`src/rtl/score_digit_ctrl.sv`:
```
// BCD score keeper with one-digit-per-clock carry ripple and a slot mux for a shared glyph renderer.
// Optional FRAME_SYNC_EN: the display copy updates only during vertical blank (pixel_y >= 480).
module score_digit_ctrl #(
  parameter int         NUM_DIGITS = 4,
  parameter logic [9:0] ORIGIN_X   = 10'd32,
  parameter logic [9:0] ORIGIN_Y   = 10'd16,
  parameter int         PITCH_LOG2 = 4
) (
  input  logic                    clk,
  input  logic                    reset,
  input  logic                    inc,
  input  logic                    clr,
  output logic                    busy,
  output logic                    inc_ack,
  output logic                    overflow,
  output logic [4*NUM_DIGITS-1:0] score_bcd,
  input  logic [9:0]              pixel_x,
  input  logic [9:0]              pixel_y,
  output logic [3:0]              digit_value,
  output logic [9:0]              digit_x,
  output logic [9:0]              digit_y
);

  typedef enum logic [0:0] {
    IDLE   = 1'b0,
    RIPPLE = 1'b1
  } state_t;

  localparam logic [9:0] REGION_W = 10'(NUM_DIGITS << PITCH_LOG2);

  state_t                  state_q, state_d;
  logic [2:0]              idx_q, idx_d;
  logic [4*NUM_DIGITS-1:0] score_q, score_d;
  logic                    overflow_q, overflow_d;
  logic                    ack_q, ack_d;
  logic                    all_nines;
  logic [4*NUM_DIGITS-1:0] display_copy;
  logic [9:0]              rel;
  logic [2:0]              slot;
  logic                    in_region;

  function automatic logic [3:0] bcd_inc(input logic [3:0] d);
    return (d == 4'd9) ? 4'd0 : d + 4'd1;
  endfunction

  always_comb begin
    all_nines = 1'b1;
    for (int i = 0; i < NUM_DIGITS; i++) begin
      if (score_q[4*i +: 4] != 4'd9) all_nines = 1'b0;
    end
  end

  // Saturating at all 9s is decided up front, so a started ripple always terminates in range.
  always_comb begin
    state_d    = state_q;
    idx_d      = idx_q;
    score_d    = score_q;
    overflow_d = overflow_q;
    ack_d      = 1'b0;

    if (clr) begin
      score_d    = '0;
      overflow_d = 1'b0;
      state_d    = IDLE;
      idx_d      = 3'd0;
    end else begin
      case (state_q)
        IDLE: begin
          if (inc) begin
            if (all_nines) begin
              overflow_d = 1'b1;
              ack_d      = 1'b1;
            end else if (score_q[3:0] == 4'd9) begin
              score_d[3:0] = 4'd0;
              idx_d        = 3'd1;
              state_d      = RIPPLE;
            end else begin
              score_d[3:0] = bcd_inc(score_q[3:0]);
              ack_d        = 1'b1;
            end
          end
        end
        RIPPLE: begin
          if (int'(idx_q) >= NUM_DIGITS) begin
            state_d = IDLE;
          end
          for (int i = 0; i < NUM_DIGITS; i++) begin
            if (idx_q == 3'(i)) begin
              score_d[4*i +: 4] = bcd_inc(score_q[4*i +: 4]);
              if (score_q[4*i +: 4] == 4'd9) begin
                idx_d = idx_q + 3'd1;
              end else begin
                state_d = IDLE;
                ack_d   = 1'b1;
              end
            end
          end
        end
        default: begin
          state_d = IDLE;
        end
      endcase
    end
  end

  always_ff @(posedge clk) begin
    if (reset) begin
      state_q    <= IDLE;
      idx_q      <= 3'd0;
      score_q    <= '0;
      overflow_q <= 1'b0;
      ack_q      <= 1'b0;
    end else begin
      state_q    <= state_d;
      idx_q      <= idx_d;
      score_q    <= score_d;
      overflow_q <= overflow_d;
      ack_q      <= ack_d;
    end
  end

  assign busy      = (state_q == RIPPLE);
  assign inc_ack   = ack_q;
  assign overflow  = overflow_q;
  assign score_bcd = score_q;

`ifdef FRAME_SYNC_EN
  logic [4*NUM_DIGITS-1:0] copy_q, copy_d;

  // Latch the score only in vertical blank so a frame never shows a half-updated number.
  always_comb begin
    copy_d = copy_q;
    if (clr) begin
      copy_d = '0;
    end else if (pixel_y >= 10'd480) begin
      copy_d = score_q;
    end
  end

  always_ff @(posedge clk) begin
    if (reset) begin
      copy_q <= '0;
    end else begin
      copy_q <= copy_d;
    end
  end

  assign display_copy = copy_q;
`else
  logic unused_pixel_y;

  assign unused_pixel_y = ^pixel_y;
  assign display_copy   = score_q;
`endif

  // Slot 0 is the most significant digit; outside the row the renderer clips slot 0 itself.
  always_comb begin
    rel         = pixel_x - ORIGIN_X;
    in_region   = (pixel_x >= ORIGIN_X) && (rel < REGION_W);
    slot        = in_region ? 3'(rel >> PITCH_LOG2) : 3'd0;
    digit_value = display_copy[4*(NUM_DIGITS-1) +: 4];
    for (int i = 0; i < NUM_DIGITS; i++) begin
      if (slot == 3'(NUM_DIGITS - 1 - i)) digit_value = display_copy[4*i +: 4];
    end
    digit_x = ORIGIN_X + ({7'd0, slot} << PITCH_LOG2);
    digit_y = ORIGIN_Y;
  end

endmodule

```
`config.mk`:
```
export PLATFORM = sky130hd
export DESIGN_NAME = score_digit_ctrl
export DESIGN_NICKNAME = d
export VERILOG_FILES = /design/src/rtl/score_digit_ctrl.sv
export SDC_FILE = /design/constraint.sdc
export NUM_CORES = 1
export LEC_CHECK = 0
export CAP_MARGIN = 20
export CORE_MARGIN = 2
export CORE_UTILIZATION = 39
export DETAILED_ROUTE_END_ITERATION = 12
export GPL_TIMING_DRIVEN = 0
export PLACE_DENSITY_LB_ADDON = 0.25
export SETUP_SLACK_MARGIN = 0.3
export SYNTH_ARGS = -nofsm -noshare
export SYNTH_HDL_FRONTEND = slang
export SYNTH_SLANG_ARGS = --single-unit
```
`constraint.sdc`:
```
create_clock -name clk -period 1.7 [get_ports clk]
set_input_delay 0.34 -clock clk [delete_from_list [all_inputs] [get_ports clk]]
set_output_delay 0.34 -clock clk [all_outputs]
set_load 0.1 [all_outputs]
```
**Word level (Yosys, flattened, before mapping)**

Cells that the tools add are included.

- Bits of input ports: 24
- Bits in registers: 22
- Logic and storage cells: 102
- Output and inout port bits: 43

- Mux-type cells: 55
- Bitwise gates (word level): 1
- Add/sub/neg operators: 7
- Magnitude comparators: 3
- Reductions and logical operators: 10
- Equal/unequal tests: 18

Operators by type and width:

| operator | count |
|---|---|
| 4-bit two-way mux | 11 |
| 3-bit two-way mux | 12 |
| 1-bit two-way mux | 28 |
| 4-bit by 1-bit adder with 4-bit output, second input constant | 4 |
| 4-bit == test, second input constant | 4 |
| 4-bit inequality test, second input constant | 4 |
| 3-bit by 2-bit == test with 1-bit output, second input constant | 4 |
| 10-bit by 6-bit greater-or-equal comparator with 1-bit output, second input constant | 1 |
| 10-bit by 7-bit < comparator with 1-bit output, second input constant | 1 |
| 10-bit by 6-bit subtractor with 10-bit output, second input constant | 1 |
| 3-bit AND reduction | 3 |
| 6-bit by 7-bit adder with 8-bit output, first input constant | 1 |
| 4-bit one-hot mux with 2 select lines | 1 |
| 3-bit by 1-bit == test with 1-bit output, second input constant | 2 |
| 3-bit zero test | 2 |
| 2-bit inequality test, second input constant | 3 |
| 3-bit one-hot mux with 2 select lines | 1 |
| 2-bit AND reduction | 3 |
| 1-bit one-hot mux with 2 select lines | 2 |
| 3-bit by 1-bit adder with 3-bit output, second input constant | 1 |
| 3-bit greater-or-equal comparator, second input constant | 1 |
| 2-bit by 1-bit inequality test with 1-bit output, second input constant | 1 |
| 2-bit OR reduction | 1 |
| 1-bit logical AND | 1 |
| 1-bit inverter | 1 |

**Longest topological paths before layout**

- Word-level depth: 13
- Mapped depth: 7
- Depth with buffers taken out: 6

**Worst setup path after synthesis**

OpenSTA, ideal clock, no wires.

- Kind: input to output
- From: input port pixel_x[6]
- To: output port digit_x[6]
- Stages on the path: 4
- Arrival: 3.093 ns
- Buffers on the path: 0
- Slack: -1.733 ns
- Cell sequence: o21ba_2 -> o2111ai_1 -> inv_1 -> ha_1

- Word-level cells in the longest chain between the ends: 5

RTL lines:

| element | RTL line | RTL |
|---|---|---|
| start: declaration | 17 | `input logic [9:0] pixel_x,` |
| 10-bit by 6-bit subtractor with 10-bit output | 158 | `rel = pixel_x - ORIGIN_X;` |
| 10-bit by 7-bit < comparator with 1-bit output | 159 | `in_region = (pixel_x >= ORIGIN_X) && (rel < REGION_W);` |
| 1-bit logical AND | 159 |  |
| 3-bit two-way mux * | 160 | `slot = in_region ? 3'(rel >> PITCH_LOG2) : 3'd0;` |
| 6-bit by 7-bit adder with 8-bit output * | 165 | `digit_x = ORIGIN_X + ({7'd0, slot} << PITCH_LOG2);` |
| end: declaration | 20 | `output logic [9:0] digit_x,` |

Mark *: on every way between the ends. The rest lies on a longest branch, timed or not.

**Worst setup path in the final report**

- From: input port pixel_x[5]
- To: output port digit_value[1]

- Word-level cells in the longest chain between the ends: 9

RTL lines:

| element | RTL line | RTL |
|---|---|---|
| 10-bit by 6-bit subtractor with 10-bit output | 158 |  |
| 10-bit by 7-bit < comparator with 1-bit output | 159 |  |
| 1-bit logical AND | 159 |  |
| 3-bit two-way mux * | 160 |  |
| 3-bit by 2-bit == test with 1-bit output | 163 | `if (slot == 3'(NUM_DIGITS - 1 - i)) digit_value = display_copy[4*i +: 4];` |
| 4-bit two-way mux (3 in a row) | 163 |  |
| 4-bit two-way mux * | 163 |  |
| end: declaration | 19 | `output logic [3:0] digit_value,` |

Marks and branches as above.

==> out/qor.yml <==
ys_ff_latch: 22
ys_top_cells_by_area: "dfxtp_1, buf_4, ha_1"
cts_tree: "built"
antenna_found_initial: 0
dpl.hpwl_um: 3107
setup_viol: 7
synthCells: 193
fin_nets: 300
die-area_sq_mm: 0.004696
grt_max_degree: 13
critPathLaunchType: "input port"
cp.depth: 8
critical_path.most_common_cell: "and2_4"
initial_core_util_pct: 40.60
drive_above_1_share_pct: 58.58
clockRootBuffer: "clkbuf_8"
critical_path_buf_inv_count: 3
insertion_delay_ns: 0.27
synthArstFlopShare_pct: 0
ctsHoldBuffers: 0
leakage_nw: 1.123
fp-row-count: 23
worst-r2r-setup-slack_ns: 0.11
place.gp.congestion: 0.8328
fp.dieH_um: 68.53
ant_nets: 0
ys.flop_type: "dfxtp_1"
grt_pass1_vias: 1504
crit_fanout: 4
remaining_drc_errors: 0
r2r_cells: 4
overflow: 0
maxCapViolCount: 0
avgViaCountPerCell: 5.230
yosys.area.top_type: "dfxtp_1"
drt_iter0_drc: 111
outcome: "finished with violations"
cts_buffers: 3
fin_crit_ns: 2.032
clockBufferDepth: 2
io_buffers: 34
n_antenna_cell: 0
synth_enable_flop_cells: 0
yosys_warnings: 0
total_power_mw: 1.218
rsz0062_at_grt: "yes"
crit_type: "in -> out"
critPathTopFamily: "simple AND/OR/NAND/NOR gates"
power_density_mw_per_mm2: 414.0
finClkSkew_ns: 0.01025
cts_sinks: 22
die_x_um: 68.53
grt_pass1_wl_um: 7479
vias: 1663
fin_crit_sh_pct: 119.6
utilization_pct: 73.57
finalHoldViolCount: 0
critPathCaptureType: "primary output"
crit_path_start: "pixel_x[5]"
crit_arrival_ns: 1.69
synth_cell_type_count: 52
pin_count: 67
drt_wl_total_um: 5065
setup_ws_ns: -0.3324
htreeDepth: 1
path_cells: "buf_8 -> inv_4 -> ha_4 -> nor2b_4 -> and2_4 -> and2_4 -> a221o_4 -> buf_12"
worstReg2RegStart: "score_bcd[10]"
hold_path_class: "reg -> reg"
netlist.area_leader.share_pct: 27.12
coreArea_sq_mm: 0.004000
wl_per_cell_um: 15.93
synth_seq_area_share_pct: 27.12
grtUsageTotal_pct: 21.26
slew_viol_final: 0
first_pass_iters: 4
vdd_drop_max_v: 0.0003273
cp.required_ns: 1.36
slowest_stage: "a221o_4"
syn_area_sq_mm: 0.001624
crit_path_end: "digit_value[1]"
clkTransAtPathRegs_ns: 0.08
r2r_end: "busy"
critPathMaxStageDelay_ns: 0.39
syn2layout_area_growth_pct: 81.20
syn_avg_cell_area_sq_um: 8.415
violations: "setup timing"
achievable-frequency_ghz: 0.4920
## worst min-delay path, cell delays in order, from the launching register on
cell and delay, ns:
dfxtp_1 0.33, a21oi_2 0.10, nor2_1 0.06
## metrics by stage
step	cell area [sq um]	hold WS, ns	std cells	setup TNS (ns)	setup WS [ns]
floorplan	1948	0.4826	208	-3.097	-0.5196
global placement	2351	0.4657	292	-16.45	-1.834
detailed placement	2351	0.4837	292	-17.44	-1.915
CTS	2720	0.4981	309	-1.647	-0.3264
global route	2943	0.5483	318	-2.055	-0.3786
finish	2943	0.5332	318	-1.738	-0.3324
## how the worst min path moves through the flow
stage,endpoint,startpoint,depth (start not counted),slack [ns]
after floorplan,idx_q[1],idx_q[1],2,0.48
after global placement,overflow,overflow,2,0.47
after detailed placement,overflow,overflow,2,0.48
after CTS,overflow,overflow,2,0.50
after global routing,overflow,overflow,2,0.55
final,overflow,overflow,2,0.53
## cell usage after synthesis (all sizes together), types with 2 or more instances
cell	number
o21ai	7
nand3	5
conb	2
dfxtp	22
a21oi	10
clkbuf	5
nand2b	2
nand4bb	4
mux2i	7
nor3	6
and2	3
o2111ai	2
xnor2	6
ha	7
and3b	2
a22o	2
nor3b	4
inv	10
nor2	16
a221o	4
nand4	3
nand2	10
buf	19
nor2b	8
xor2	4
## layer usage
| metal | vias up | wire length (um) | track usage, % |
|---|---|---|---|
| li1 | 810 | - | - |
| met1 | 798 | 2140 | 27.76 |
| met2 | 47 | 2587 | 36.42 |
| met3 | 8 | 260 | 3.409 |
| met4 | 0 | 76 | 5.250 |
| met5 | - | 0 | 0 |
## power by group
| part | switching [mW] | leakage [nW] | internal [mW] |
|---|---|---|---|
| sequential | 0.00222 | 0.193 | 0.488 |
| combinational | 0.272 | 0.907 | 0.112 |
| clock | 0.177 | 0.0228 | 0.168 |
| total | 0.450 | 1.12 | 0.768 |
## state kept, by name, indices dropped and copies added, names as in the netlist
name / cells
idx_q: 3
busy: 1
inc_ack: 1
overflow: 1
score_bcd: 16
## cells by family after synthesis
group | synth area share (%)
AOI/OAI and AO/OA | 18.03
xor gates and xnor gates | 5.393
adders and majority gates | 5.393
buffers and inverters | 11.79
DFF | 27.12
muxes | 4.315
other | 0.4624
and+or+nand+nor | 27.51
## cell type report
cell class | instances | area [sq um]
buffer | 24 | 207.7
inverter | 10 | 55.05
timing repair buffer | 56 | 576.8
multi-input combinational | 152 | 1483
fill | 286 | 1057
tap | 50 | 62.56
clock buffer | 4 | 45.04
sequential | 22 | 513.0
## cell usage in the layout (no fill, tap or decap), types with 3 or more instances in the layout
cell / count
a21oi_1: 8
a221o_4: 4
and2_4: 3
buf_12: 8
buf_4: 44
buf_6: 13
buf_8: 3
clkbuf_4: 3
clkbuf_8: 5
clkdlybuf4s50_1: 3
conb_1: 17
dfxtp_4: 19
ha_4: 7
inv_1: 5
inv_4: 3
mux2i_1: 7
nand2_1: 9
nand4_1: 3
nand4bb_4: 4
nor2_1: 15
nor2b_1: 6
nor3_1: 4
o21ai_0: 3
xnor2_1: 3
xnor2_2: 3
xor2_1: 4
## timing repair
item | in CTS | in global routing
pin swaps | 25 | 33
gates resized for setup | 253 | 38
setup endpoints to repair | 47 | 26
buffers inserted | 13 | 9
Power figures use the tool's default switching activity.
